===== src/rtl/pipe_ctrl_delay.sv =====
// Control/sideband delay line that runs beside a LATENCY-deep datapath.
// Carries valid, sideband and done with the data and counts beats in flight.
module pipe_ctrl_delay #(
    parameter int LATENCY   = 4,
    parameter int SB_WIDTH  = 2,
    parameter int DONE_MODE = 0,
    parameter int CNT_WIDTH = $clog2(LATENCY + 1)
) (
    input  logic                 clk,
    input  logic                 rst,
    input  logic                 en,
    input  logic                 flush,
    input  logic                 valid_i,
    input  logic [SB_WIDTH-1:0]  sb_i,
    input  logic                 done_i,
    output logic                 valid_o,
    output logic [SB_WIDTH-1:0]  sb_o,
    output logic                 done_o,
    output logic                 busy_o,
    output logic [CNT_WIDTH-1:0] inflight_o
);

    logic [LATENCY-1:0]  valid_tap;
    logic [SB_WIDTH-1:0] sb_tap [LATENCY];
    logic [CNT_WIDTH-1:0] inflight_reg;
    logic [CNT_WIDTH-1:0] inflight_next;
    logic                 pending_w;

    // Sideband is zeroed on entry so idle stages never leak stale flags.
    for (genvar gi = 0; gi < LATENCY; gi++) begin : g_stage
        logic                stage_valid_reg;
        logic [SB_WIDTH-1:0] stage_sb_reg;
        logic                stage_valid_next;
        logic [SB_WIDTH-1:0] stage_sb_next;

        if (gi == 0) begin : g_head
            assign stage_valid_next = valid_i;
            assign stage_sb_next    = valid_i ? sb_i : '0;
        end else begin : g_body
            assign stage_valid_next = valid_tap[gi-1];
            assign stage_sb_next    = sb_tap[gi-1];
        end

        always_ff @(posedge clk or negedge rst) begin
            if (!rst) begin
                stage_valid_reg <= 1'b0;
                stage_sb_reg    <= '0;
            end else if (flush) begin
                stage_valid_reg <= 1'b0;
                stage_sb_reg    <= '0;
            end else if (en) begin
                stage_valid_reg <= stage_valid_next;
                stage_sb_reg    <= stage_sb_next;
            end
        end

        assign valid_tap[gi] = stage_valid_reg;
        assign sb_tap[gi]    = stage_sb_reg;
    end

    always_comb begin
        inflight_next = inflight_reg + CNT_WIDTH'(valid_i)
                      - CNT_WIDTH'(valid_tap[LATENCY-1]);
    end

    always_ff @(posedge clk or negedge rst) begin
        if (!rst) begin
            inflight_reg <= '0;
        end else if (flush) begin
            inflight_reg <= '0;
        end else if (en) begin
            inflight_reg <= inflight_next;
        end
    end

    if (DONE_MODE == 0) begin : g_done_chain
        logic [LATENCY-1:0] done_tap;

        for (genvar gi = 0; gi < LATENCY; gi++) begin : g_done_stage
            logic stage_done_reg;
            logic stage_done_next;

            if (gi == 0) begin : g_head
                assign stage_done_next = done_i;
            end else begin : g_body
                assign stage_done_next = done_tap[gi-1];
            end

            always_ff @(posedge clk or negedge rst) begin
                if (!rst) begin
                    stage_done_reg <= 1'b0;
                end else if (flush) begin
                    stage_done_reg <= 1'b0;
                end else if (en) begin
                    stage_done_reg <= stage_done_next;
                end
            end

            assign done_tap[gi] = stage_done_reg;
        end

        assign done_o    = done_tap[LATENCY-1];
        assign pending_w = 1'b0;
    end else begin : g_drain
        logic pending_reg;
        logic drain_done_reg;
        logic done_any;
        logic fire;

        // Fire only when nothing is left in the pipe after this edge and
        // nothing new is entering; otherwise remember the request.
        assign done_any = pending_reg | done_i;
        assign fire     = done_any && (inflight_next == '0) && !valid_i;

        always_ff @(posedge clk or negedge rst) begin
            if (!rst) begin
                pending_reg    <= 1'b0;
                drain_done_reg <= 1'b0;
            end else if (flush) begin
                pending_reg    <= 1'b0;
                drain_done_reg <= 1'b0;
            end else if (en) begin
                drain_done_reg <= fire;
                pending_reg    <= done_any & ~fire;
            end
        end

        assign done_o    = drain_done_reg;
        assign pending_w = pending_reg;
    end

    assign valid_o    = valid_tap[LATENCY-1];
    assign sb_o       = sb_tap[LATENCY-1];
    assign inflight_o = inflight_reg;
    assign busy_o     = (inflight_reg != '0) | pending_w;

endmodule

===== config.mk =====
export PLATFORM = sky130hd
export DESIGN_NAME = pipe_ctrl_delay
export DESIGN_NICKNAME = d
export VERILOG_FILES = /design/src/rtl/pipe_ctrl_delay.sv
export SDC_FILE = /design/constraint.sdc
export NUM_CORES = 1
export LEC_CHECK = 0
export ABC_AREA = 1
export CORE_MARGIN = 10
export CORE_UTILIZATION = 30
export CTS_CLUSTER_DIAMETER = 80
export DETAILED_ROUTE_END_ITERATION = 8
export GPL_TIMING_DRIVEN = 0
export PLACE_DENSITY_LB_ADDON = 0.3
export SETUP_SLACK_MARGIN = 0.5
export SLEW_MARGIN = 20
export SYNTH_ARGS = -nofsm -noshare
export SYNTH_HDL_FRONTEND = slang
export SYNTH_SLANG_ARGS = --single-unit

===== constraint.sdc =====
create_clock -name clk -period 4.8 [get_ports clk]
set_input_delay 0.96 -clock clk [delete_from_list [all_inputs] [get_ports clk]]
set_output_delay 0.96 -clock clk [all_outputs]
set_load 0.01 [all_outputs]

* Yosys cells after proc, flatten, opt, wreduce, memory -nomap -nowiden
Index checks and enable logic that the tools add are counted. Widths: inputs -> output; s select.
Storage, ports and cells: output and inout port bits 8, register bits 19, input port bits 8, word-level logic and storage cells 44
Operators by class: $add $sub $neg 2, reduce and logical (&&, ||, !) cells 2, mux-type cells 27
Operators with widths (number):
- $mux 2 | 9
- $mux 1 | 16
- $mux 3 | 2
- $add 3x1->3 | 1
- $reduce_bool 3->1 | 1
- $sub 3x1->3 | 1
- $reduce_bool 2->1 | 1

* Depth between registers and ports, before layout
Gate-level depths: netlist of the first run.
depth in word-level cells 4, mapped depth 10

* Worst setup path before layout of the first run
Ideal clock, no wire load.
kind input to register, from input port valid_i, to register inflight_reg[2], in the netlist inflight_o[2], required time 4683 ps, setup time 117 ps, path slack 3005 ps, stages on the path 7, arrival 1678 ps, path buffers 0, path through ha_1 > inv_1 > fa_1 > inv_1 > nand2_1 > nand3_1 > nand2_1
On the way: cells in the longest elaborated chain, start to end 4
Ends and longest elaborated chain:
- start, declared | line 13 | input logic valid_i,
- $add 3x1->3 | line 62 | inflight_next = inflight_reg + CNT_WIDTH'(valid_i)
- $sub 3x1->3 | line 63 | - CNT_WIDTH'(valid_tap[LATENCY-1]);
- $mux 3 | line 71 | end else if (en) begin
- $mux 3 | line 69 | end else if (flush) begin
- end signal, assigned | line 72 | inflight_reg <= inflight_next;
- end, declared | line 25 | logic [CNT_WIDTH-1:0] inflight_reg;
Every way passes these cells. The select of a mux whose other input is x is not followed. A chain may end at the register's enable or synchronous reset.

* Worst setup path after layout of the first run
from register inflight_reg[1], in the netlist inflight_o[1], to output port busy_o
On the way: cells in the longest elaborated chain, start to end 1
Ends and longest elaborated chain:
- $reduce_bool 3->1 | line 135 | assign busy_o = (inflight_reg != '0) | pending_w;
- end, declared | line 19 | output logic busy_o,
Every way passes these cells.

==> results.toml, run 1 <==
[outcome]
status = "completed"

[clock_tree]
cts_buffers = 3
cts.sinks = 19
cts_resized = 0
clock-root-buffer = "clkbuf_4"
clkTransAtPathRegs_ps = 100
clk_path_buf_depth = 2
clk_latency_ps = 290
post_cts_buffers = 0
ctsHoldBuffers = 0
htreeDepth = 1
cts_tree = "done"

[place]
gp_routability_congestion = 0.746
portBuffers = 15
place_inst = 129
dp_hpwl_mm = 1.32
pre_cts_ws_ps = 2320

[floorplanning]
die-width_um = 74.2
die-area_sq_um = 5500
start_util_pct = 31.7
fp-row-count = 19
coreArea_sq_um = 2780
ioPinCount = 16
die_y_um = 74.2

[global_route]
grt_max_degree = 20
track_usage_pct = 7.03
grt_overflow_total = 0
grt_pass1_vias = 661
antenna_found_initial = 0
grt_pass1_wl_mm = 3.07

[synthesis]
synth_top_area_share_pct = 54.0
synth_area_leaders = "dfrtp_1 54%, o22ai_2 13%, inv_1 7.7%, nand3_1 5.7%, o21ai_0 4.0%"
synthXorXnorAreaFrac_pct = 0
ys_seq_area_share_pct = 54.0
avgSynthCellArea_sq_um = 10.6
synthMuxAreaShare_pct = 0
synth_edf_count = 0
synth_common_cells = "19 x dfrtp_1, 18 x inv_1, 10 x nand3_1, 9 x o22ai_2, 8 x nand2_1"
synth_top_area_cell = "dfrtp_1"
yosys.area_share.simple_pct = 11.1
syn_nets = 94
synth.most_common_cell = "dfrtp_1"
synth_top_family_by_area = "compound AO/OA/AOI/OAI gates"
async_reset_ff_share_pct = 100
yosysWarnings = 0
synth_cells = 83
synth_ff_type = "dfrtp_1"
synthDistinctLibCells = 14
synth_compound_area_share_pct = 18.3
ys_seq_elements = 19
post_synth_fa_ha_maj_area_fraction_pct = 5.11
synth.cell_area_sq_um = 881

[worst_hold_path]
hold_class = "register to register"

[detailed_routing]
drt_wl_total_mm = 1.77
drt_iter0_markers = 31
drt-wirelength-per-cell_um = 13.3
vias = 630
ant_nets = 0
drc = 0
first_pass_iters = 4
avgViaCountPerCell = 4.74

[timing]
tightest_slew_ps = 826
final.setup_skew_ps = 2.94
drv_slew = 0
rsz0062_at_grt = "false"
fmax_mhz = 417
slew_headroom_pct = 44.7
finalSetupViolations = 0
timing.final.ws_setup_ps = 2400
setup-tns-final_ps = 0
min_period_ps = 2400
fin_crit_sh_pct = 50.0
hold_viol_final = 0

[layout]
layout.cells.non_filler = 133
fill_cells = 291
layout.nets = 114
diodes = 0
drive_gt1_share_pct = 19.6
largest_reg_flops = 6
area_growth_pct = 24.4

[setup_path]
slowest_delay_ps = 540
crit_fanout = 4
slowest_stage = "clkdlybuf4s50_1"
startpoint_type = "register"
path_cells = "inv_1, nand3_1, clkdlybuf4s50_1"
cp.required_ps = 3840
path_class = "register to output port"
cp.arrival_ps = 1440
end_kind = "output port"

[pwr]
ir_worst_vdd_uv = 162
power.density_nw_per_um2 = 263
leakage_nw = 0.473

[job]
maxCapViolations = 0
## cell families after synthesis
kind of cell	after synthesis
AND/OR/NAND/NOR	20
adder cells (fa/ha/maj)	3
buffers and inverters	23
flip-flops	19
AO/OA/AOI/OAI	18
## critical path, delay by kind of cell, from the launching register on
kind          cells  cell delay, ps
flops             1             430
simple gates      1              90
buf+inv           2             640
## per-layer routing
metal / routed length, um / up-vias / GRT usage [%]
li1: - / 304 / -
met1: 888 / 312 / 9.35
met2: 738 / 12 / 10.1
met3: 138 / 2 / 2.66
met4: 7 / 0 / 2.48
met5: 0 / - / 0
## cell usage in the layout, fill, tap and decap left out, drive strengths merged
| cell | count |
|---|---|
| clkbuf | 4 |
| fa | 1 |
| dfrtp | 19 |
| o22ai | 9 |
| buf | 2 |
| ha | 2 |
| nand3 | 10 |
| inv | 21 |
| nand2 | 9 |
| clkdlybuf4s50 | 15 |
| o21ai | 9 |
| nor2 | 1 |
## metrics by stage
stage               hold slack [ps]  area (sq um)  total power, mW  utilization (%)
floorplan                       481           881            0.192                -
global placement                495          1070            0.213             38.5
detailed placement              511          1070            0.214             38.5
CTS                             537          1100            0.292             39.4
global route                    552          1100            0.307             39.4
finish                          529          1100            0.288             39.4
## power by group
part	internal, mW	leakage [nW]	switching [mW]	total, mW
clock	0.0323	0.0150	0.0462	0.0785
sequential	0.165	0.262	0.00222	0.167
combinational	0.0192	0.197	0.0237	0.0429
total	0.216	0.473	0.0722	0.288
## cell type report
class	instances	area, sq um	area share [%]
repair buffers	15	150	13.7
multi-input cells	41	304	27.7
plain buffers	2	22.5	2.05
clock buffers	4	26.3	2.40
flip-flops and latches	19	475	43.4
well taps	31	38.8	3.54
inverters	21	78.8	7.19
## final timing paths
check / startpoint / end / slack, ps / cells after the start
worst min-delay path: g_stage[0].stage_sb_reg[0] / g_stage[1].stage_sb_reg[0] / 530 / 2
max in group asynchronous: rst / g_stage[1].stage_valid_reg / 3150 / 1
worst max register to register: valid_o / inflight_o[2] / 3150 / 9
worst max-delay path: inflight_o[1] / busy_o / 2400 / 3
worst min register to register: g_stage[0].stage_sb_reg[0] / g_stage[1].stage_sb_reg[0] / 530 / 2
min in group asynchronous: rst / g_stage[1].stage_sb_reg[1] / 1130 / 1
Note: power is estimated with default switching activity, not from simulation.
==> run 2: changes to the inputs <==
- clock period: 4.8 -> 2.4 ns (I/O delays scaled with it)
==> results.toml, run 2 (synthesis gave the netlist of run 1 again) <==
[clock_tree]
cts_buffers = 3
cts_tree = "done"
htreeDepth = 1
clk_latency_ps = 290
ctsHoldBuffers = 0
clk_path_buf_depth = 2
cts.sinks = 19
clock-root-buffer = "clkbuf_4"
clkTransAtPathRegs_ps = 100

[detailed_routing]
drt_iter0_markers = 49
avgViaCountPerCell = 4.72
drt-wirelength-per-cell_um = 13.3
drt_wl_total_mm = 1.79
drc = 0
ant_nets = 0
vias = 633
first_pass_iters = 3

[timing]
hold_viol_final = 0
hold_ws_ps = 529
slew_headroom_pct = 44.7
fmax_mhz = 559
fin_crit_sh_pct = 74.5
finalSetupViolations = 0
min_period_ps = 1790
drv_slew = 0
tightest_slew_ps = 826
rsz0062_at_grt = "false"
setup-tns-final_ps = 0
final.setup_skew_ps = 2.94

[worst_hold_path]
worstHoldPathCells = 2
hold_class = "register to register"

[place]
dp_hpwl_mm = 1.32
portBuffers = 15
gp_routability_congestion = 0.746
place_inst = 129

[layout]
fill_cells = 290
area_growth_pct = 25.6
mostFrequentLayoutCell = "dfrtp_1"
multi_input_area_sq_um = 304
register_area_sq_um = 475
final_core_util_pct = 39.8
mostFrequentLayoutCells = "19 x dfrtp_1, 18 x inv_1, 14 x clkdlybuf4s50_1, 10 x nand3_1, 9 x o22ai_2"
diodes = 0
layout.nets = 115
layout.cells.non_filler = 134
largest_reg_flops = 6
drive_gt1_share_pct = 20.4

[setup_path]
end_kind = "output port"
ff2ff_path_depth = 9
slowest_delay_ps = 530
crit_fanout = 3
startpoint_type = "register"
cp_num_buf_inv = 2
cp_top_family = "buffers and inverters"
path_cells = "buf_4, clkdlybuf4s50_1"
critical_path_depth = 2
cp.required_ps = 1920
path_class = "register to output port"
cp.arrival_ps = 1310
slowest_stage = "clkdlybuf4s50_1"

[floorplanning]
die_y_um = 74.2
die-width_um = 74.2
ioPinCount = 16
start_util_pct = 31.7
die-area_sq_um = 5500
coreArea_sq_um = 2780
fp-row-count = 19

[global_route]
grt_max_degree = 20
antenna_found_initial = 0
grt_overflow_total = 0
grt_pass1_vias = 670
grt_pass1_wl_mm = 3.11
track_usage_pct = 7.11

[pwr]
p_total_mw = 0.577
power.density_nw_per_um2 = 521
ir_worst_vdd_uv = 323
leakage_nw = 0.493

[job]
maxCapViolations = 0

[outcome]
status = "completed"
==> run 2: routing by layer <==
| layer | global-route usage, % | share of wire (%) | up-vias |
|---|---|---|---|
| li1 | - | - | 306 |
| met1 | 9.42 | 50 | 313 |
| met2 | 10.3 | 42 | 12 |
| met3 | 2.66 | 7.8 | 2 |
| met4 | 2.48 | 0.39 | 0 |
| met5 | 0 | 0 | - |
==> run 2: report_power, final <==
part / leakage [nW] / switching, mW / internal [mW]
Sequential: 0.262 / 0.00378 / 0.329
Combinational: 0.216 / 0.0483 / 0.0385
Clock: 0.0150 / 0.0925 / 0.0646
Total: 0.493 / 0.145 / 0.432
==> run 2: worst min-delay path, delay by kind of cell (launching register included) <==
| kind | cells | cell delay (ps) |
|---|---|---|
| compound gates | 1 | 100 |
| buf+inv | 1 | 50 |
| flops | 1 | 340 |
==> run 2: area by class of cell <==
class                           instances  area share, %
Tap cell                               31           3.51
Clock buffer                            4           2.38
Inverter                               21           7.13
Multi-Input combinational cell         41           27.5
Buffer                                  2           2.04
Sequential cell                        19           43.0
Timing Repair Buffer                   16           14.5
==> run 2: timing repair <==
| action | in CTS | in global routing |
|---|---|---|
| resized for setup | 0 | 1 |
| setup endpoints to repair | 1 | 1 |
| setup buffers | 1 | 0 |
| pin swaps | 0 | 0 |
==> run 2: final timing paths <==
kind                                         endpoint  slack, ps                  startpoint
hold reg to reg            g_stage[1].stage_sb_reg[0]        530  g_stage[0].stage_sb_reg[0]
max in group asynchronous  g_stage[1].stage_valid_reg       1230                         rst
min in group asynchronous  g_stage[1].stage_sb_reg[1]        650                         rst
setup reg to reg                        inflight_o[2]        750                     valid_o
setup / recovery                        inflight_o[1]        610               inflight_o[1]
hold / removal             g_stage[1].stage_sb_reg[0]        530  g_stage[0].stage_sb_reg[0]
==> run 2: metrics by stage <==
| step | instance area, sq um | setup slack (ps) |
|---|---|---|
| detailed placement | 1070 | 401 |
| global placement | 1070 | 394 |
| finish | 1110 | 613 |
| floorplan | 881 | 810 |
| CTS | 1100 | 533 |
| global route | 1110 | 526 |
